File: src/rtl/wbm_cmd_engine.sv
// WISHBONE classic master: one valid/ready command becomes one WB read/write cycle and one response.
// Latency: cyc/stb rise 1 cycle after the accept edge; the response is registered on the terminating edge.
// Backpressure: cmd_ready_o is low from accept until the response is consumed (rsp_valid_o & rsp_ready_i).
// Optional retry on wb_rty_i is enabled by defining WBM_CMD_RETRY_EN.
module wbm_cmd_engine #(
  parameter int ADDRESS_WIDTH  = 16,
  parameter int DATA_WIDTH     = 32,
  parameter int TIMEOUT_CYCLES = 255,
  parameter int MAX_RETRY      = 3
) (
  input  logic                      clk_i,
  input  logic                      rst_n_i,
  input  logic                      cmd_valid_i,
  output logic                      cmd_ready_o,
  input  logic                      cmd_we_i,
  input  logic [ADDRESS_WIDTH-1:0]  cmd_adr_i,
  input  logic [DATA_WIDTH-1:0]     cmd_dat_i,
  input  logic [DATA_WIDTH/8-1:0]   cmd_sel_i,
  output logic                      rsp_valid_o,
  input  logic                      rsp_ready_i,
  output logic [DATA_WIDTH-1:0]     rsp_dat_o,
  output logic [1:0]                rsp_status_o,
  output logic                      busy_o,
  output logic                      wb_cyc_o,
  output logic                      wb_stb_o,
  output logic                      wb_we_o,
  output logic [ADDRESS_WIDTH-1:0]  wb_adr_o,
  output logic [DATA_WIDTH-1:0]     wb_dat_o,
  output logic [DATA_WIDTH/8-1:0]   wb_sel_o,
  input  logic [DATA_WIDTH-1:0]     wb_dat_i,
  input  logic                      wb_ack_i,
  input  logic                      wb_err_i,
  input  logic                      wb_rty_i
);

  localparam int SEL_WIDTH = DATA_WIDTH / 8;
  localparam int TO_WIDTH  = (TIMEOUT_CYCLES > 1) ? $clog2(TIMEOUT_CYCLES) : 1;

  localparam logic [1:0] STATUS_ACK     = 2'b00;
  localparam logic [1:0] STATUS_ERR     = 2'b01;
  localparam logic [1:0] STATUS_TIMEOUT = 2'b10;
  localparam logic [1:0] STATUS_RETRY   = 2'b11;

  typedef enum logic [1:0] {
    ST_IDLE  = 2'd0,
    ST_CYCLE = 2'd1,
    ST_GAP   = 2'd2,
    ST_RESP  = 2'd3
  } state_t;

  state_t                     state_q, state_d;
  logic                       accept;
  logic                       timeout_hit;
  logic [1:0]                 status_d;
  logic                       retry_take;
  logic [TO_WIDTH-1:0]        to_cnt_q;

  // latched command, kept across retries while the bus itself is driven quiet
  logic                       we_q;
  logic [ADDRESS_WIDTH-1:0]   adr_q;
  logic [DATA_WIDTH-1:0]      dat_q;
  logic [SEL_WIDTH-1:0]       sel_q;

  // next values of the registered outputs
  logic                       in_cycle_d;
  logic                       we_d;
  logic [ADDRESS_WIDTH-1:0]   adr_d;
  logic [DATA_WIDTH-1:0]      dat_d;
  logic [SEL_WIDTH-1:0]       sel_d;
  logic [DATA_WIDTH-1:0]      rsp_dat_d;

`ifdef WBM_CMD_RETRY_EN
  localparam int RTY_WIDTH = (MAX_RETRY > 0) ? $clog2(MAX_RETRY + 1) : 1;
  logic [RTY_WIDTH-1:0]       rty_cnt_q;
  logic                       rty_limit;
  assign rty_limit = (rty_cnt_q == RTY_WIDTH'(MAX_RETRY));
`else
  localparam int unused_max_retry = MAX_RETRY;
  logic                       unused_rty;
  assign unused_rty = wb_rty_i;
`endif

  assign accept      = (state_q == ST_IDLE) && cmd_valid_i && cmd_ready_o;
  assign timeout_hit = (TIMEOUT_CYCLES != 0) && (to_cnt_q == TO_WIDTH'(TIMEOUT_CYCLES - 1));

  // state, command latch, counters and all registered outputs
  always_ff @(posedge clk_i or negedge rst_n_i) begin
    if (!rst_n_i) begin
      state_q      <= ST_IDLE;
      to_cnt_q     <= '0;
      we_q         <= 1'b0;
      adr_q        <= '0;
      dat_q        <= '0;
      sel_q        <= '0;
      cmd_ready_o  <= 1'b0;
      busy_o       <= 1'b0;
      rsp_valid_o  <= 1'b0;
      rsp_dat_o    <= '0;
      rsp_status_o <= 2'b00;
      wb_cyc_o     <= 1'b0;
      wb_stb_o     <= 1'b0;
      wb_we_o      <= 1'b0;
      wb_adr_o     <= '0;
      wb_dat_o     <= '0;
      wb_sel_o     <= '0;
`ifdef WBM_CMD_RETRY_EN
      rty_cnt_q    <= '0;
`endif
    end else begin
      state_q     <= state_d;
      cmd_ready_o <= (state_d == ST_IDLE);
      busy_o      <= (state_d != ST_IDLE);
      rsp_valid_o <= (state_d == ST_RESP);
      wb_cyc_o    <= in_cycle_d;
      wb_stb_o    <= in_cycle_d;
      wb_we_o     <= we_d;
      wb_adr_o    <= adr_d;
      wb_dat_o    <= dat_d;
      wb_sel_o    <= sel_d;
      if (accept) begin
        we_q  <= cmd_we_i;
        adr_q <= cmd_adr_i;
        dat_q <= cmd_dat_i;
        sel_q <= cmd_sel_i;
      end
      if (in_cycle_d && (state_q != ST_CYCLE)) begin
        to_cnt_q <= '0;
      end else if ((state_q == ST_CYCLE) && (TIMEOUT_CYCLES != 0)) begin
        to_cnt_q <= to_cnt_q + TO_WIDTH'(1);
      end
      if ((state_q == ST_CYCLE) && (state_d == ST_RESP)) begin
        rsp_status_o <= status_d;
        rsp_dat_o    <= rsp_dat_d;
      end
`ifdef WBM_CMD_RETRY_EN
      if (accept) begin
        rty_cnt_q <= '0;
      end else if (retry_take) begin
        rty_cnt_q <= rty_cnt_q + RTY_WIDTH'(1);
      end
`endif
    end
  end

  // next state and termination status; ack > err > rty > timeout
  always_comb begin
    state_d    = state_q;
    status_d   = STATUS_ACK;
    retry_take = 1'b0;
    case (state_q)
      ST_IDLE: begin
        if (accept) state_d = ST_CYCLE;
      end
      ST_CYCLE: begin
        if (wb_ack_i) begin
          state_d  = ST_RESP;
          status_d = STATUS_ACK;
        end else if (wb_err_i) begin
          state_d  = ST_RESP;
          status_d = STATUS_ERR;
`ifdef WBM_CMD_RETRY_EN
        end else if (wb_rty_i) begin
          if (rty_limit) begin
            state_d  = ST_RESP;
            status_d = STATUS_RETRY;
          end else begin
            state_d    = ST_GAP;
            retry_take = 1'b1;
          end
`endif
        end else if (timeout_hit) begin
          state_d  = ST_RESP;
          status_d = STATUS_TIMEOUT;
        end
      end
      ST_GAP: begin
        state_d = ST_CYCLE;
      end
      ST_RESP: begin
        if (rsp_ready_i) state_d = ST_IDLE;
      end
      default: state_d = ST_IDLE;
    endcase
  end

  // next bus drive and response data; bus fields read zero whenever cyc is low
  always_comb begin
    in_cycle_d = (state_d == ST_CYCLE);
    we_d       = in_cycle_d && (accept ? cmd_we_i : we_q);
    adr_d      = in_cycle_d ? (accept ? cmd_adr_i : adr_q) : '0;
    dat_d      = in_cycle_d ? (accept ? cmd_dat_i : dat_q) : '0;
    sel_d      = in_cycle_d ? (accept ? cmd_sel_i : sel_q) : '0;
    rsp_dat_d  = ((status_d == STATUS_ACK) && !we_q) ? wb_dat_i : '0;
  end

endmodule

File: config.mk
export PLATFORM = sky130hd
export DESIGN_NAME = wbm_cmd_engine
export DESIGN_NICKNAME = d
export VERILOG_FILES = /design/src/rtl/wbm_cmd_engine.sv
export SDC_FILE = /design/constraint.sdc
export NUM_CORES = 1
export LEC_CHECK = 0
export CAP_MARGIN = 20
export CORE_ASPECT_RATIO = 1.4
export CORE_MARGIN = 3
export CORE_UTILIZATION = 43
export DETAILED_ROUTE_END_ITERATION = 8
export PLACE_DENSITY_LB_ADDON = 0.1
export SLEW_MARGIN = 20
export SYNTH_ARGS = -nofsm -noshare
export SYNTH_HDL_FRONTEND = slang
export SYNTH_SLANG_ARGS = --single-unit
File: constraint.sdc
create_clock -name clk_i -period 1.6 [get_ports clk_i]
set_input_delay 0.32 -clock clk_i [delete_from_list [all_inputs] [get_ports clk_i]]
set_output_delay 0.32 -clock clk_i [all_outputs]
set_load 0.02 [all_outputs]
==> run summary <==
* setup skew after layout: 0.00987 ns
* Hold WC Path Type: input pin to async pin
* drt wl/cell: 17.9 µm
* smallest setup slack after layout: -0.0972 ns
* Post-DRT Antenna Nets: 0
* category of the worst setup path launch point: flop
* number of instances in the synthesized netlist: 417
* CTS tree: done
* cell family with most CP delay: simple AND/OR/NAND/NOR gates
* outcome: finished with violations
* max-cap check violation count: 0
* static leakage: 4.43 nW
* Synth async-reset ratio: 1.00
* number of vias after detailed routing: 4203
* num rows: 51
* type of element capturing the critical path: flop
* Switching Power: 6.09 mW
* area enclosed by the die boundary: 15900 µm²
* slowest cell on the critical path: dfrtp_2
* vias per cell: 5.03
* area of the core: 14000 µm²
* CTS clock-pin slew for the worst setup and hold paths: 0.06 ns
* area taken by multi-input logic gates: 2290 µm²
* share of power burned in the clock network: 0.222
* Remaining Overflow, GRT: 0
* Port Buffers: 182
* share of the yosys chip area belonging to registers: 0.621
* measured slew at the worst slew-check pin: 0.432 ns
* clk sinks: 154
* DRC violation total after the first TritonRoute iteration: 147
* Critical Path RT: 1.93 ns
* number of warnings reported in the yosys synthesis log: 0
* net switching share of the total power: 0.346
* series of cell instances along the critical path: or3_4 -> a211o_4 -> clkbuf_16 -> nor3b_2
* top cells by area in the synthesized netlist: dfrtp_1 62%, nor3b_2 9.9%, mux2_2 9.6%
* Syn Area/Cell: 14.9 µm²
* synthesized flop and latch total: 154
* total count of max-transition violations in the final report: 0
* global placement routability congestion: 0.753
* count of different cell masters after synthesis: 38
* initial antenna violation count: 0
* Die Ht: 148 µm
* largest net degree at the start of global routing: 42
* # diodes: 0
* number of buffers created by CTS: 17
* shortest clock period the worst path allows after layout: 1.70 ns
* launching instance or port of the critical path: state_q[1]
* unrepaired setup endpoints after global routing: true
* total power per unit cell area: 1870 nW/µm²
* number of flops mapped to enable cells by yosys: 0
* part of the total power dissipated in sequential elements: 0.359
* worst reg2reg path startpoint: state_q[1]
* root buffer cell: clkbuf_16
* top cell type's share of synthesized area: 0.621
* final period utilization: 1.06
* number of fill cells in the layout: 1077
* global-route wire length before repair: 23.3 mm
* Post-DP HPWL: 10.1 mm
* Crit Path Class: flop to flop
* Routed WL: 14.9 mm
* count of endpoints failing hold in the final timing report: 0
* Worst slew margin: 0.712
* top-count cell post-synth: dfrtp_1
* area delta synth->final: 51.4%
* floorplan die width: 108 µm
* final layout net count: 732
* Setup violations, final: 85
* number of iterations in the first detailed-routing pass: 4
* arrival time of the worst setup path: 2.03 ns
* total number of H-tree levels: 4
* Max Clk Rate: 0.589 GHz
* Final Total Pwr: 17.6 mW
* Worst-Skew Late Latency: 0.42 ns
* FF/Latch Area: 3860 µm²
* overall track demand over capacity in global routing: 0.189
* share of cells above drive strength 1: 0.310
* largest fanout of any net on the critical path: 14
* highest ir drop seen on vdd: 0.867 mV
* buffers plus inverters on the worst setup path: 1
* Post-Synthesis Net Count: 511
* flip-flop cell with the highest count after synthesis: dfrtp_1
* failing checks: negative setup slack
* Gate power share: 0.419
* boundary pin count: 184
* cell type with the largest total area after synthesis: dfrtp_1
* clock tree buffer depth: 2
* Netlist Area Pre-Place: 6200 µm²
* via count of the first global-routing pass: 4599
* worst stage delay on the critical path: 0.45 ns
* most instantiated cells after synthesis: 154 x dfrtp_1, 53 x mux2_2, 49 x nor3b_2
* Post-Route Setup TNS: -5.10 ns
* internal power: 11.5 mW
* effective utilization at floorplan: 0.442
* post-detailed-route DRC marker count: 0
## per-stage QoR
step | cell area [µm²] | hold WS [ns] | util | setup WS, ns | instances
final | 9390 | 0.394 | 0.669 | -0.0972 | 836
after global routing | 9390 | 0.430 | 0.669 | -0.144 | 836
after CTS | 9180 | 0.404 | 0.654 | -0.103 | 829
after detailed placement | 8500 | 0.271 | 0.606 | -0.470 | 791
after global placement | 8500 | 0.268 | 0.606 | -0.445 | 791
after floorplan | 6240 | 0.0244 | - | -0.0279 | 417
## sequential cells by signal, indices dropped and copies added (netlist names)
| signal | cells |
|---|---|
| rsp_dat_o | 32 |
| to_cnt_q | 8 |
| rsp_valid_o | 1 |
| wb_we_o | 1 |
| adr_q | 16 |
| sel_q | 4 |
| dat_q | 32 |
| cmd_ready_o | 1 |
| wb_stb_o | 1 |
| rsp_status_o | 2 |
| wb_sel_o | 4 |
| wb_adr_o | 16 |
| state_q | 2 |
| wb_dat_o | 32 |
| we_q | 1 |
| busy_o | 1 |
## path summary, 6_finish.rpt
check	endpoint	slack [ns]	cells after the start
min in group clk_i	dat_q[16]	0.49	1
max in group asynchronous	wb_sel_o[1]	0.63	3
worst min-delay path	dat_q[17]	0.39	2
worst min register to register	dat_q[16]	0.49	1
worst max-delay path	wb_dat_o[0]	-0.1	4
worst max register to register	wb_dat_o[0]	-0.1	4
## per-layer routing
metal | global-route usage | share of wire
met1 | 0.222 | 0.40
met2 | 0.326 | 0.52
met3 | 0.0647 | 0.066
met4 | 0.0575 | 0.0096
met5 | 0 | 0
## cells in the final DEF (no fill, tap or decap), types with 6 or more instances in the layout
| cell | count |
|---|---|
| dlygate4sd2_1 | 92 |
| dfrtp_1 | 152 |
| inv_6 | 7 |
| nor2_1 | 7 |
| mux2_2 | 36 |
| buf_4 | 23 |
| nand2_1 | 6 |
| buf_12 | 14 |
| mux2_4 | 17 |
| nor3b_2 | 53 |
| clkdlybuf4s50_1 | 89 |
| a221o_1 | 32 |
| clkbuf_16 | 21 |
| and2_1 | 32 |
| buf_6 | 7 |
## power groups by stage
stage          Sequential (mW)  Clock [mW]  Combinational [mW]
2_1_floorplan             7.51           0                3.24
3_3_place_gp              6.36           0                7.38
3_5_place_dp              6.39           0                7.57
4_1_cts                   6.33        3.99                7.09
5_1_grt                   6.52        4.17                7.91
6_report                  6.31        3.91                7.36
## cell type report
cell class              instances  area share
repair buffers                233       0.258
clock inverters                15      0.0165
well taps                     185      0.0246
multi-input cells             228       0.244
flip-flops and latches        154       0.411
inverters                       4     0.00160
clock buffers                  17      0.0453
## logic make-up after synthesis
kind of cell | after synthesis | share of synthesized area
AO/OA/AOI/OAI | 53 | 0.0752
XOR/XNOR | 1 | 0.00141
adder cells (fa/ha/maj) | 2 | 0.00403
buffers and inverters | 35 | 0.0351
flip-flops | 154 | 0.621
multiplexers | 54 | 0.0978
AND/OR/NAND/NOR | 118 | 0.165
## what timing repair did
action / in CTS / in global routing
gates resized for setup: 125 / 18
endpoints found under the setup margin: 181 / 89
setup buffers: 3 / 2
hold buffers: 1 / 0
gates cloned: 2 / 5
endpoints found under the hold margin: 36 / 0
pin swaps: 15 / 3
## worst reg2reg max path, cell delays in order (launching register included)
cell       delay, ns
dfrtp_2         0.45
or3_4           0.36
a211o_4         0.42
clkbuf_16       0.22
nor3b_2         0.16
(Power assumes the default switching activity.)
